File: src/rtl/tetris_pkg.sv
// Shared tetromino encodings, playfield size and the 4x4 cell-offset ROM.
// Each ROM word holds four cells, idx 0 in the top nibble, each nibble {dx[1:0], dy[1:0]}.
package tetris_pkg;

   localparam int unsigned COLS = 10;
   localparam int unsigned ROWS = 20;

   typedef enum logic [1:0] {
      OpCheck = 2'd0,
      OpLock  = 2'd1,
      OpErase = 2'd2,
      OpRsvd  = 2'd3
   } op_e;

   typedef enum logic [2:0] {
      PcI       = 3'd0,
      PcO       = 3'd1,
      PcT       = 3'd2,
      PcS       = 3'd3,
      PcZ       = 3'd4,
      PcJ       = 3'd5,
      PcL       = 3'd6,
      PcInvalid = 3'd7
   } piece_e;

   // Indexed by {piece_type, rotation}; cells listed in raster order of the 4x4 box.
   localparam logic [0:31][15:0] SHAPE_ROM = '{
      16'h159D, 16'h89AB, 16'h26AE, 16'h4567,
      16'h4859, 16'h4859, 16'h4859, 16'h4859,
      16'h4159, 16'h4596, 16'h1596, 16'h4156,
      16'h4815, 16'h459A, 16'h5926, 16'h0156,
      16'h0459, 16'h8596, 16'h156A, 16'h4152,
      16'h0159, 16'h4856, 16'h159A, 16'h4526,
      16'h8159, 16'h456A, 16'h1592, 16'h0456,
      16'h0000, 16'h0000, 16'h0000, 16'h0000
   };

endpackage

File: src/rtl/tetromino_board_writer_if.sv
// Request/result handshake plus board RAM port of the tetromino board writer.
interface tetromino_board_writer_if #(
   parameter int unsigned CW = 3,
   parameter int unsigned AW = 8
);
   logic          start;
   logic [1:0]    op;
   logic [2:0]    piece_type;
   logic [1:0]    rotation;
   logic [3:0]    org_col;
   logic [4:0]    org_row;
   logic [CW-1:0] color;
   logic          busy;
   logic          done;
   logic          collision;
   logic          oob;
   logic          rd_en;
   logic [AW-1:0] rd_addr;
   logic [CW-1:0] rd_data;
   logic          wr_en;
   logic [AW-1:0] wr_addr;
   logic [CW-1:0] wr_data;

   modport master (
      output start, op, piece_type, rotation, org_col, org_row, color, rd_data,
      input  busy, done, collision, oob, rd_en, rd_addr, wr_en, wr_addr, wr_data
   );

   modport slave (
      input  start, op, piece_type, rotation, org_col, org_row, color, rd_data,
      output busy, done, collision, oob, rd_en, rd_addr, wr_en, wr_addr, wr_data
   );
endinterface

File: src/rtl/tetromino_cells.sv
// Combinational lookup of one tetromino cell offset: {type, rot, idx} -> (dx, dy, valid).
module tetromino_cells
   import tetris_pkg::*;
(
   input  logic [2:0] i_piece_type,
   input  logic [1:0] i_rotation,
   input  logic [1:0] i_idx,
   output logic [1:0] o_dx,
   output logic [1:0] o_dy,
   output logic       o_valid
);

   logic [15:0] w_shape;
   logic [1:0]  w_sel;
   logic [3:0]  w_cell;

   assign w_shape = SHAPE_ROM[{i_piece_type, i_rotation}];
   assign w_sel   = 2'd3 - i_idx;
   assign w_cell  = w_shape[{w_sel, 2'b00} +: 4];
   assign o_dx    = w_cell[3:2];
   assign o_dy    = w_cell[1:0];
   assign o_valid = (i_piece_type != PcInvalid);

endmodule

File: src/rtl/tetromino_board_writer.sv
// Sequenced engine that checks, locks or erases a tetromino's four cells in board RAM,
// one cell per step in idx order 0..3.
module tetromino_board_writer
   import tetris_pkg::*;
#(
   parameter int unsigned CW = 3,
   parameter int unsigned AW = 8
) (
   input logic                   clock,
   input logic                   resetn,
   tetromino_board_writer_if.slave bus
);

   localparam logic [1:0] ST_IDLE = 2'd0;
   localparam logic [1:0] ST_CELL = 2'd1;
   localparam logic [1:0] ST_READ = 2'd2;
   localparam logic [1:0] ST_DONE = 2'd3;

   logic [1:0]    r_state;
   logic [1:0]    w_state_next;
   logic [1:0]    r_op;
   logic [2:0]    r_ptype;
   logic [1:0]    r_rot;
   logic [3:0]    r_col;
   logic [4:0]    r_row;
   logic [CW-1:0] r_color;
   logic [1:0]    r_idx;
   logic          r_collision;
   logic          r_oob;

   logic [1:0]    w_dx;
   logic [1:0]    w_dy;
   logic          w_valid;
   logic [5:0]    w_c;
   logic [5:0]    w_r;
   logic          w_oob;
   logic [9:0]    w_addr_full;
   logic [AW-1:0] w_addr;
   logic          w_is_check;
   logic          w_cell_ok;
   logic          w_rd_en;
   logic          w_wr_en;
   logic          w_accept;
   logic          w_advance;

   tetromino_cells u_cells (
      .i_piece_type (r_ptype),
      .i_rotation   (r_rot),
      .i_idx        (r_idx),
      .o_dx         (w_dx),
      .o_dy         (w_dy),
      .o_valid      (w_valid)
   );

   // Coordinates are 6 bits so an origin near the edge never wraps back in bounds.
   assign w_c         = {2'b00, r_col} + {4'b0000, w_dx};
   assign w_r         = {1'b0, r_row} + {4'b0000, w_dy};
   assign w_oob       = (w_c >= 6'(COLS)) || (w_r >= 6'(ROWS));
   assign w_addr_full = ({4'b0000, w_r} * 10'(COLS)) + {4'b0000, w_c};
   assign w_addr      = AW'(w_addr_full);

   // Reserved op code behaves as CHECK.
   assign w_is_check  = (r_op != OpLock) && (r_op != OpErase);
   assign w_cell_ok   = (r_state == ST_CELL) && w_valid && !w_oob;
   assign w_rd_en     = w_cell_ok && w_is_check;
   assign w_wr_en     = w_cell_ok && !w_is_check;
   assign w_accept    = (r_state == ST_IDLE) && bus.start;
   assign w_advance   = ((r_state == ST_CELL) && w_valid && !w_rd_en) || (r_state == ST_READ);

   always_comb begin
      w_state_next = r_state;
      case (r_state)
         ST_IDLE: if (bus.start) w_state_next = ST_CELL;
         ST_CELL: begin
            if (!w_valid)          w_state_next = ST_DONE;
            else if (w_rd_en)      w_state_next = ST_READ;
            else if (r_idx == 2'd3) w_state_next = ST_DONE;
            else                   w_state_next = ST_CELL;
         end
         ST_READ: w_state_next = (r_idx == 2'd3) ? ST_DONE : ST_CELL;
         default: w_state_next = ST_IDLE;
      endcase
   end

   always_ff @(posedge clock or negedge resetn) begin
      if (!resetn) begin
         r_state     <= ST_IDLE;
         r_op        <= '0;
         r_ptype     <= '0;
         r_rot       <= '0;
         r_col       <= '0;
         r_row       <= '0;
         r_color     <= '0;
         r_idx       <= '0;
         r_collision <= 1'b0;
         r_oob       <= 1'b0;
      end else begin
         r_state <= w_state_next;
         if (w_accept) begin
            r_op        <= bus.op;
            r_ptype     <= bus.piece_type;
            r_rot       <= bus.rotation;
            r_col       <= bus.org_col;
            r_row       <= bus.org_row;
            r_color     <= bus.color;
            r_idx       <= '0;
            r_collision <= 1'b0;
            r_oob       <= 1'b0;
         end
         if ((r_state == ST_CELL) && (!w_valid || w_oob)) begin
            r_collision <= 1'b1;
            r_oob       <= 1'b1;
         end
         if ((r_state == ST_READ) && (bus.rd_data != '0)) r_collision <= 1'b1;
         if (w_advance) r_idx <= r_idx + 2'd1;
      end
   end

   // Strobes and addresses decode straight from state, so reset clears them at once.
   assign bus.rd_en     = w_rd_en;
   assign bus.rd_addr   = w_rd_en ? w_addr : '0;
   assign bus.wr_en     = w_wr_en;
   assign bus.wr_addr   = w_wr_en ? w_addr : '0;
   assign bus.wr_data   = (w_wr_en && (r_op == OpLock)) ? r_color : '0;
   assign bus.busy      = (r_state == ST_CELL) || (r_state == ST_READ);
   assign bus.done      = (r_state == ST_DONE);
   assign bus.collision = r_collision;
   assign bus.oob       = r_oob;

endmodule

File: src/flat_wrapper.sv
// flat-port wrapper written by rule: the top's interface ports become plain ports
module tetromino_board_writer_flat import tetris_pkg::*;
#(
   parameter int unsigned CW = 3,
   parameter int unsigned AW = 8
)
  (clock, resetn, bus_start, bus_op, bus_piece_type, bus_rotation, bus_org_col, bus_org_row, bus_color, bus_rd_data, bus_busy, bus_done, bus_collision, bus_oob, bus_rd_en, bus_rd_addr, bus_wr_en, bus_wr_addr, bus_wr_data);
  tetromino_board_writer_if #(.CW(CW), .AW(AW)) bus_i ();
  input logic clock;
  input logic resetn;
  input wire logic [$bits(bus_i.start)-1:0] bus_start;
  input wire logic [$bits(bus_i.op)-1:0] bus_op;
  input wire logic [$bits(bus_i.piece_type)-1:0] bus_piece_type;
  input wire logic [$bits(bus_i.rotation)-1:0] bus_rotation;
  input wire logic [$bits(bus_i.org_col)-1:0] bus_org_col;
  input wire logic [$bits(bus_i.org_row)-1:0] bus_org_row;
  input wire logic [$bits(bus_i.color)-1:0] bus_color;
  input wire logic [$bits(bus_i.rd_data)-1:0] bus_rd_data;
  output wire logic [$bits(bus_i.busy)-1:0] bus_busy;
  output wire logic [$bits(bus_i.done)-1:0] bus_done;
  output wire logic [$bits(bus_i.collision)-1:0] bus_collision;
  output wire logic [$bits(bus_i.oob)-1:0] bus_oob;
  output wire logic [$bits(bus_i.rd_en)-1:0] bus_rd_en;
  output wire logic [$bits(bus_i.rd_addr)-1:0] bus_rd_addr;
  output wire logic [$bits(bus_i.wr_en)-1:0] bus_wr_en;
  output wire logic [$bits(bus_i.wr_addr)-1:0] bus_wr_addr;
  output wire logic [$bits(bus_i.wr_data)-1:0] bus_wr_data;
  assign bus_i.start = bus_start;
  assign bus_i.op = bus_op;
  assign bus_i.piece_type = bus_piece_type;
  assign bus_i.rotation = bus_rotation;
  assign bus_i.org_col = bus_org_col;
  assign bus_i.org_row = bus_org_row;
  assign bus_i.color = bus_color;
  assign bus_i.rd_data = bus_rd_data;
  assign bus_busy = bus_i.busy;
  assign bus_done = bus_i.done;
  assign bus_collision = bus_i.collision;
  assign bus_oob = bus_i.oob;
  assign bus_rd_en = bus_i.rd_en;
  assign bus_rd_addr = bus_i.rd_addr;
  assign bus_wr_en = bus_i.wr_en;
  assign bus_wr_addr = bus_i.wr_addr;
  assign bus_wr_data = bus_i.wr_data;
  tetromino_board_writer #(.CW(CW), .AW(AW)) u_core (.clock(clock), .resetn(resetn), .bus(bus_i));
endmodule
File: config.mk
export PLATFORM = sky130hd
export DESIGN_NAME = tetromino_board_writer_flat
export DESIGN_NICKNAME = d
export VERILOG_FILES = /design/src/rtl/tetris_pkg.sv /design/src/rtl/tetromino_board_writer_if.sv /design/src/rtl/tetromino_cells.sv /design/src/rtl/tetromino_board_writer.sv /design/src/flat_wrapper.sv
export SDC_FILE = /design/constraint.sdc
export NUM_CORES = 1
export LEC_CHECK = 0
export BUFFER_PORTS_ARGS = -buffer_cell sky130_fd_sc_hd__buf_2
export CAP_MARGIN = 20
export CELL_PAD_IN_SITES_DETAIL_PLACEMENT = 1
export CELL_PAD_IN_SITES_GLOBAL_PLACEMENT = 2
export CORE_MARGIN = 4
export CORE_UTILIZATION = 30
export CTS_BUF_LIST = sky130_fd_sc_hd__clkbuf_8
export DETAILED_ROUTE_END_ITERATION = 8
export HOLD_SLACK_MARGIN = 0.06
export PLACE_DENSITY_LB_ADDON = 0.1
export SLEW_MARGIN = 10
export SYNTH_ARGS = -nofsm -noshare
export SYNTH_HDL_FRONTEND = slang
export SYNTH_SLANG_ARGS = --single-unit
File: constraint.sdc
create_clock -name clock -period 5.9 [get_ports clock]
set_input_delay 0.59 -clock clock [delete_from_list [all_inputs] [get_ports clock]]
set_output_delay 0.59 -clock clock [all_outputs]
set_load 0.01 [all_outputs]
# After elaboration in Yosys (flattened, before gate mapping)
# Memory sizes are Yosys's and may differ from the RTL's.
# Index checks and enable logic that the tools add are counted.
# totals
register_bits	25
mem_bits_ro	512
input_bits	25
output_inout_bits	25
word_cells	69
n_memories	1
# mem_list
memory	words	word_bits	read_ports	rd_clocked_by_memory_dff	wr	line	source
(name not given)	32	16	1	0	0	tetromino_cells.sv:17	assign w_shape = SHAPE_ROM[{i_piece_type, i_rotation}];
# op_classes
addsub	5
multipliers	1
magnitude_cmp	3
n_eq_ne	9
shift	1
mux	15
n_bitwise	1
n_reduce_logical	23
# op_table
op	count
$mux 16	2
$mux 8	2
$shiftx 16x5->4	1
$mux 2	6
$logic_and 1x1->1	10
$add 8x6->8	1
$mul 6x3->7 const B	1
$add 5x2->6	1
$eq 2x2->1 const B	3
$ge 6x4->1 const B	1
$ge 6x5->1 const B	1
$ge 6x6->1 const B	1
$not 5->6	1
$pmux 2 s3	1
$reduce_bool 3->1	2
$add 4x2->5	1
$eq 2x1->1 const B	2
$logic_not 1->1	4
$logic_or 1x1->1	4
$ne 2x2->1 const B	2
$reduce_bool 2->1	2
$mux 1	3
$mux 3	1
$ne 3x3->1 const B	1
other kinds (4)	4

# Longest topological paths before layout
# depth
word_depth	15
ltp_mapped	21
depth_no_buf	20

# Hierarchy
# Synthesis repeated with hierarchy kept, for this count alone.
# hier_totals
hier_cells	305
hier_area_um2	2686.3
# modules_own_cells
module	instances	cells_per_inst	area_each_um2	seq_area_each_um2
tetromino_board_writer	1	185	1903.1	625.6
tetromino_cells	1	120	783.3	0.0

# Worst setup path before layout
# OpenSTA, ideal clock, no wires.
# synth_path
path_type	register to output
from	reg u_core.r_rot[0]
to	out bus_rd_addr[7]
arrival_ps	4458
t_required_ps	5310
setup_slack_ps	852
path_stages_with_launch	21
path_buffers	0
cell_sequence	dfrtp_1 -> inv_1 -> ha_1 -> or4b_2 -> o2111ai_1 -> a21oi_1 -> a21oi_1 -> o21ai_0 -> ha_1 -> inv_1 -> fa_1 -> nand3b_1 -> xor2_1 -> inv_1 -> ha_1 -> fa_1 -> xor2_1 -> and4_1 -> a32oi_1 -> and3_1 -> nor3_1
# synth_via
elab_chain_len	12
word_cells_on_any_way	16
classes_between	add/sub (3); mul (1); order compare (2); shift (1); mux (3); bitwise (1); reduce/logical (4); memory (1)
# synth_lines
item	line	source
start: declaration	tetromino_board_writer.sv:23	logic [1:0] r_rot;
start signal: assignment	tetromino_board_writer.sv:102	r_rot <= bus.rotation;
$not 5->6 (implied by the code) *	tetromino_cells.sv:17	
$mem_v2 32x16 *	-	
$mux 16 (implied by the code) * (2 in a row)	tetromino_cells.sv:17	
$shiftx 16x5->4 *	tetromino_cells.sv:19	assign w_cell = w_shape[{w_sel, 2'b00} +: 4];
branches (longest 6 deep; another with $add 8x6->8)	-	
$mux 8 *	tetromino_board_writer.sv:121	assign bus.rd_addr = w_rd_en ? w_addr : '0;
end: declaration	flat_wrapper.sv:24	output wire logic [$bits(bus_i.rd_addr)-1:0] bus_rd_addr;
# Mark *: on every way between the ends. The select of a mux whose other input is x is not followed.

# Worst setup path in the final report
# Same ends and word-level chain as after synthesis.

==> impl_metrics.csv <==
group,metric,value,unit
status,status,"completed",
drt,vias,2569,
cells_and_area,finalNetCount,429,
worst_setup_path,cp_common_cell,"a21oi_1",
worst_setup_path,startpoint_type,"flop",
placed_design,dp.cells,495,
cts,clkLatencyLatePin,280,ps
placed_design,gp_congestion,0.7816,
global_route,overflow,0,
global_route,grt_use_total,14.82,%
timing,setup_slack,316.3,ps
yosys,synthCells,329,
global_route,grt_max_degree,26,
yosys,synthArstFlopShare,100.0,%
cells_and_area,drive_gt1_share,28.30,%
yosys,synth_compound_area_share,21.75,%
cts,hold_buffers,0,
cts,cts_buffers,3,
cts,cts_max_level,1,
placed_design,dp_slack,327.9,ps
timing,slew_headroom,45.53,%
yosys,yosys.area_share.simple,19.99,%
floorplanning,dieArea,0.01112,mm^2
drt,drt_iter0_drc,70,
yosys,synth.cell_area,0.002848,mm^2
placed_design,hpwl,6393,um
yosys,avgSynthCellArea,8.656,um^2
yosys,yosysSeqAreaShare,21.97,%
yosys,yosys.area.top_type,"dfrtp_1",
yosys,synth-seq-cells,25,
timing,fmax,179.1,MHz
worst_setup_path,max_stage_delay,600,ps
cts,cts_tree,"yes",
cts,root_buffer,"clkbuf_8",
yosys,yosysTopAreaCellShare,21.97,%
global_route,grt_pass1_vias,2675,
cells_and_area,syn_to_final_growth,16.70,%
worst_setup_path,crit_arrival,4990,ps
floorplanning,pin_count,50,
cts,clock_sinks,25,
job,drv_cap,0,
yosys,synth_ff_type,"dfrtp_1",
timing,min_period_over_period,94.64,%
cts,cts_setup_buffers,0,
floorplanning,start_util,30.82,%
cts,path_clk_slew,100,ps
worst_setup_path,path_max_fanout,7,
drt,drcViolationCount,0,
worst_setup_path,crit_type,"flop to output pin",
timing,setup_viol,0,
global_route,antenna_found_initial,0,
hold_path,hold_class,"input port to asynchronous set/reset pin",
floorplanning,dieWidth,105.4,um
drt,wirelength,8188,um
drt,routed_via_density,5.138,
floorplanning,core_area,0.009240,mm^2
yosys,synth-edff-count,0,
worst_setup_path,critical_path_required,5310,ps
yosys,synthTopCellsByCount,"inv_1 (32), ha_1 (28), dfrtp_1 (25), nor2_1 (25), mux2_2 (20)",
worst_setup_path,crit_start,"u_core.r_rot[0]",
cells_and_area,instances_no_fill,500,
yosys,synthTopCellsByArea,"dfrtp_1 (22%), ha_1 (12%), mux2_2 (7.9%), inv_1 (4.2%), nor2_1 (3.3%)",
yosys,yosysWarnings,0,
yosys,synth_nets,386,
yosys,synth_top_family_by_area,"compound AO/OA/AOI/OAI gates",
drt,first_pass_iters,4,
timing,slew_viol_final,0,
worst_setup_path,r2r-end,"u_core.r_state[0]",
drt,postRouteAntennaNets,0,
timing,period_needed,5584,ps
timing,finalHoldViolations,0,
yosys,synth_most_common_cell,"inv_1",
floorplanning,dieHeight,105.4,um
worst_setup_path,r2r_setup_slack,1570,ps
drt,wl_per_cell,16.38,um
worst_setup_path,cp_slowest_cell,"or4b_2",
worst_setup_path,rr_worst_depth,15,
cts,clockBufferDepth,2,
worst_setup_path,critical_path.cell_chain,"inv_2 > ha_2 > or4b_2 > o2111ai_1 > a21oi_1 > a21oi_1 > o21ai_0 > ha_1 > inv_1 > fa_1 > nand3b_1 > xor2_2 > inv_1 > ha_1 > fa_1 > xor2_4 > and4_1 > a32oi_1 > a21oi_1 > nor3_1 > buf_2",
yosys,muxShareOfSynthArea,10.11,%
placed_design,portBuffers,49,
worst_setup_path,reg2reg_from,"u_core.r_rot[1]",
global_route,grt_pass1_wl,13710,um
cells_and_area,diodes,0,
yosys,synthDistinctLibCells,69,
yosys,synth_xor_area_share,2.944,%
timing,tightest_slew,817.0,ps
worst_setup_path,end_kind,"output pin",
floorplanning,num_rows,35,
timing,tns,0,ps
yosys,synth_fa_ha_area_share,15.82,%
timing,grt_setup_unrepaired,"false",
timing,clock_skew,3.590,ps
## layer usage
metal  up-vias  global-route usage [%]  wire length (um)
met5         -                       0                 0
met3         2                   2.327               315
li1       1268                       -                 -
met2        41                   24.32              3931
met1      1258                   21.07              3906
met4         0                   1.781                35
## critical path, delay by kind of cell, from the launching register on
family / cells / cell delay [ps]
and+or+nand+nor: 4 / 1150
DFF: 1 / 470
adders and majority gates: 5 / 1570
AOI/OAI and AO/OA: 6 / 710
buffers and inverters: 4 / 420
xor gates and xnor gates: 2 / 400
## area by class of cell
cell class | instances | area (um^2)
Clock buffer | 3 | 41.29
Clock inverter | 1 | 7.507
Fill cell | 1124 | 5917
Inverter | 33 | 123.9
Multi-Input combinational cell | 253 | 2042
Sequential cell | 25 | 629.4
Tap cell | 129 | 161.4
Timing Repair Buffer | 56 | 317.8
## sequential cells by signal, summed over array words and instances, names as in the netlist
name	flops
u_core.r_idx	2
u_core.r_state	2
u_core.r_row	5
u_core.bus.collision	1
u_core.bus.oob	1
u_core.r_ptype	3
u_core.r_col	4
u_core.r_color	3
u_core.r_rot	2
u_core.r_op	2
## placed cells by master (no fill, tap or decap), types with 3 or more instances in the layout
| master | instances |
|---|---|
| a211o_1 | 4 |
| a21o_1 | 6 |
| a21oi_1 | 14 |
| a31oi_1 | 8 |
| and2_1 | 4 |
| and3_1 | 4 |
| buf_2 | 49 |
| buf_4 | 6 |
| clkbuf_8 | 3 |
| dfrtp_1 | 22 |
| dfrtp_2 | 3 |
| fa_1 | 4 |
| ha_1 | 26 |
| inv_1 | 30 |
| inv_2 | 3 |
| mux2_2 | 20 |
| mux2i_1 | 4 |
| nand2_1 | 15 |
| nand2b_1 | 7 |
| nand3_1 | 10 |
| nand3b_1 | 4 |
| nor2_1 | 25 |
| nor2b_1 | 7 |
| nor3_1 | 11 |
| o211ai_1 | 3 |
| o21ai_0 | 16 |
| o311ai_0 | 4 |
| xnor2_1 | 4 |
## stage by stage
step / util [%] / cell area [um^2] / hold slack, ps
2_1_floorplan: - / 2848 / 294.4
3_3_place_gp: 34.76 / 3212 / 453.9
3_5_place_dp: 34.76 / 3212 / 488.7
4_1_cts: 35.37 / 3268 / 340.9
5_1_grt: 35.96 / 3323 / 352.2
6_report: 35.96 / 3323 / 322.8
## worst max path at each step
| stage | endpoint | depth (start not counted) |
|---|---|---|
| CTS | bus_rd_addr[7] | 21 |
| detailed placement | bus_rd_addr[7] | 21 |
| finish | bus_rd_addr[7] | 21 |
| global placement | bus_rd_addr[7] | 21 |
| floorplan | bus_rd_addr[7] | 20 |
| global route | bus_rd_addr[7] | 21 |
## what timing repair did
action                     4_1_cts  5_1_grt
cloned                           0        0
gates resized for setup          1        9
hold endpoints to repair         0        0
setup endpoints to repair        1        6
pin swaps                        0        1
## logic make-up after synthesis
kind of cell,count (synthesis)
AOI/OAI and AO/OA,85
xor gates and xnor gates,8
muxes,25
DFF,25
and+or+nand+nor,101
buffers and inverters,51
adders and majority gates,34
Power is not shown: default switching activity piles up to over one toggle a cycle in this logic, so the estimate is an artifact.
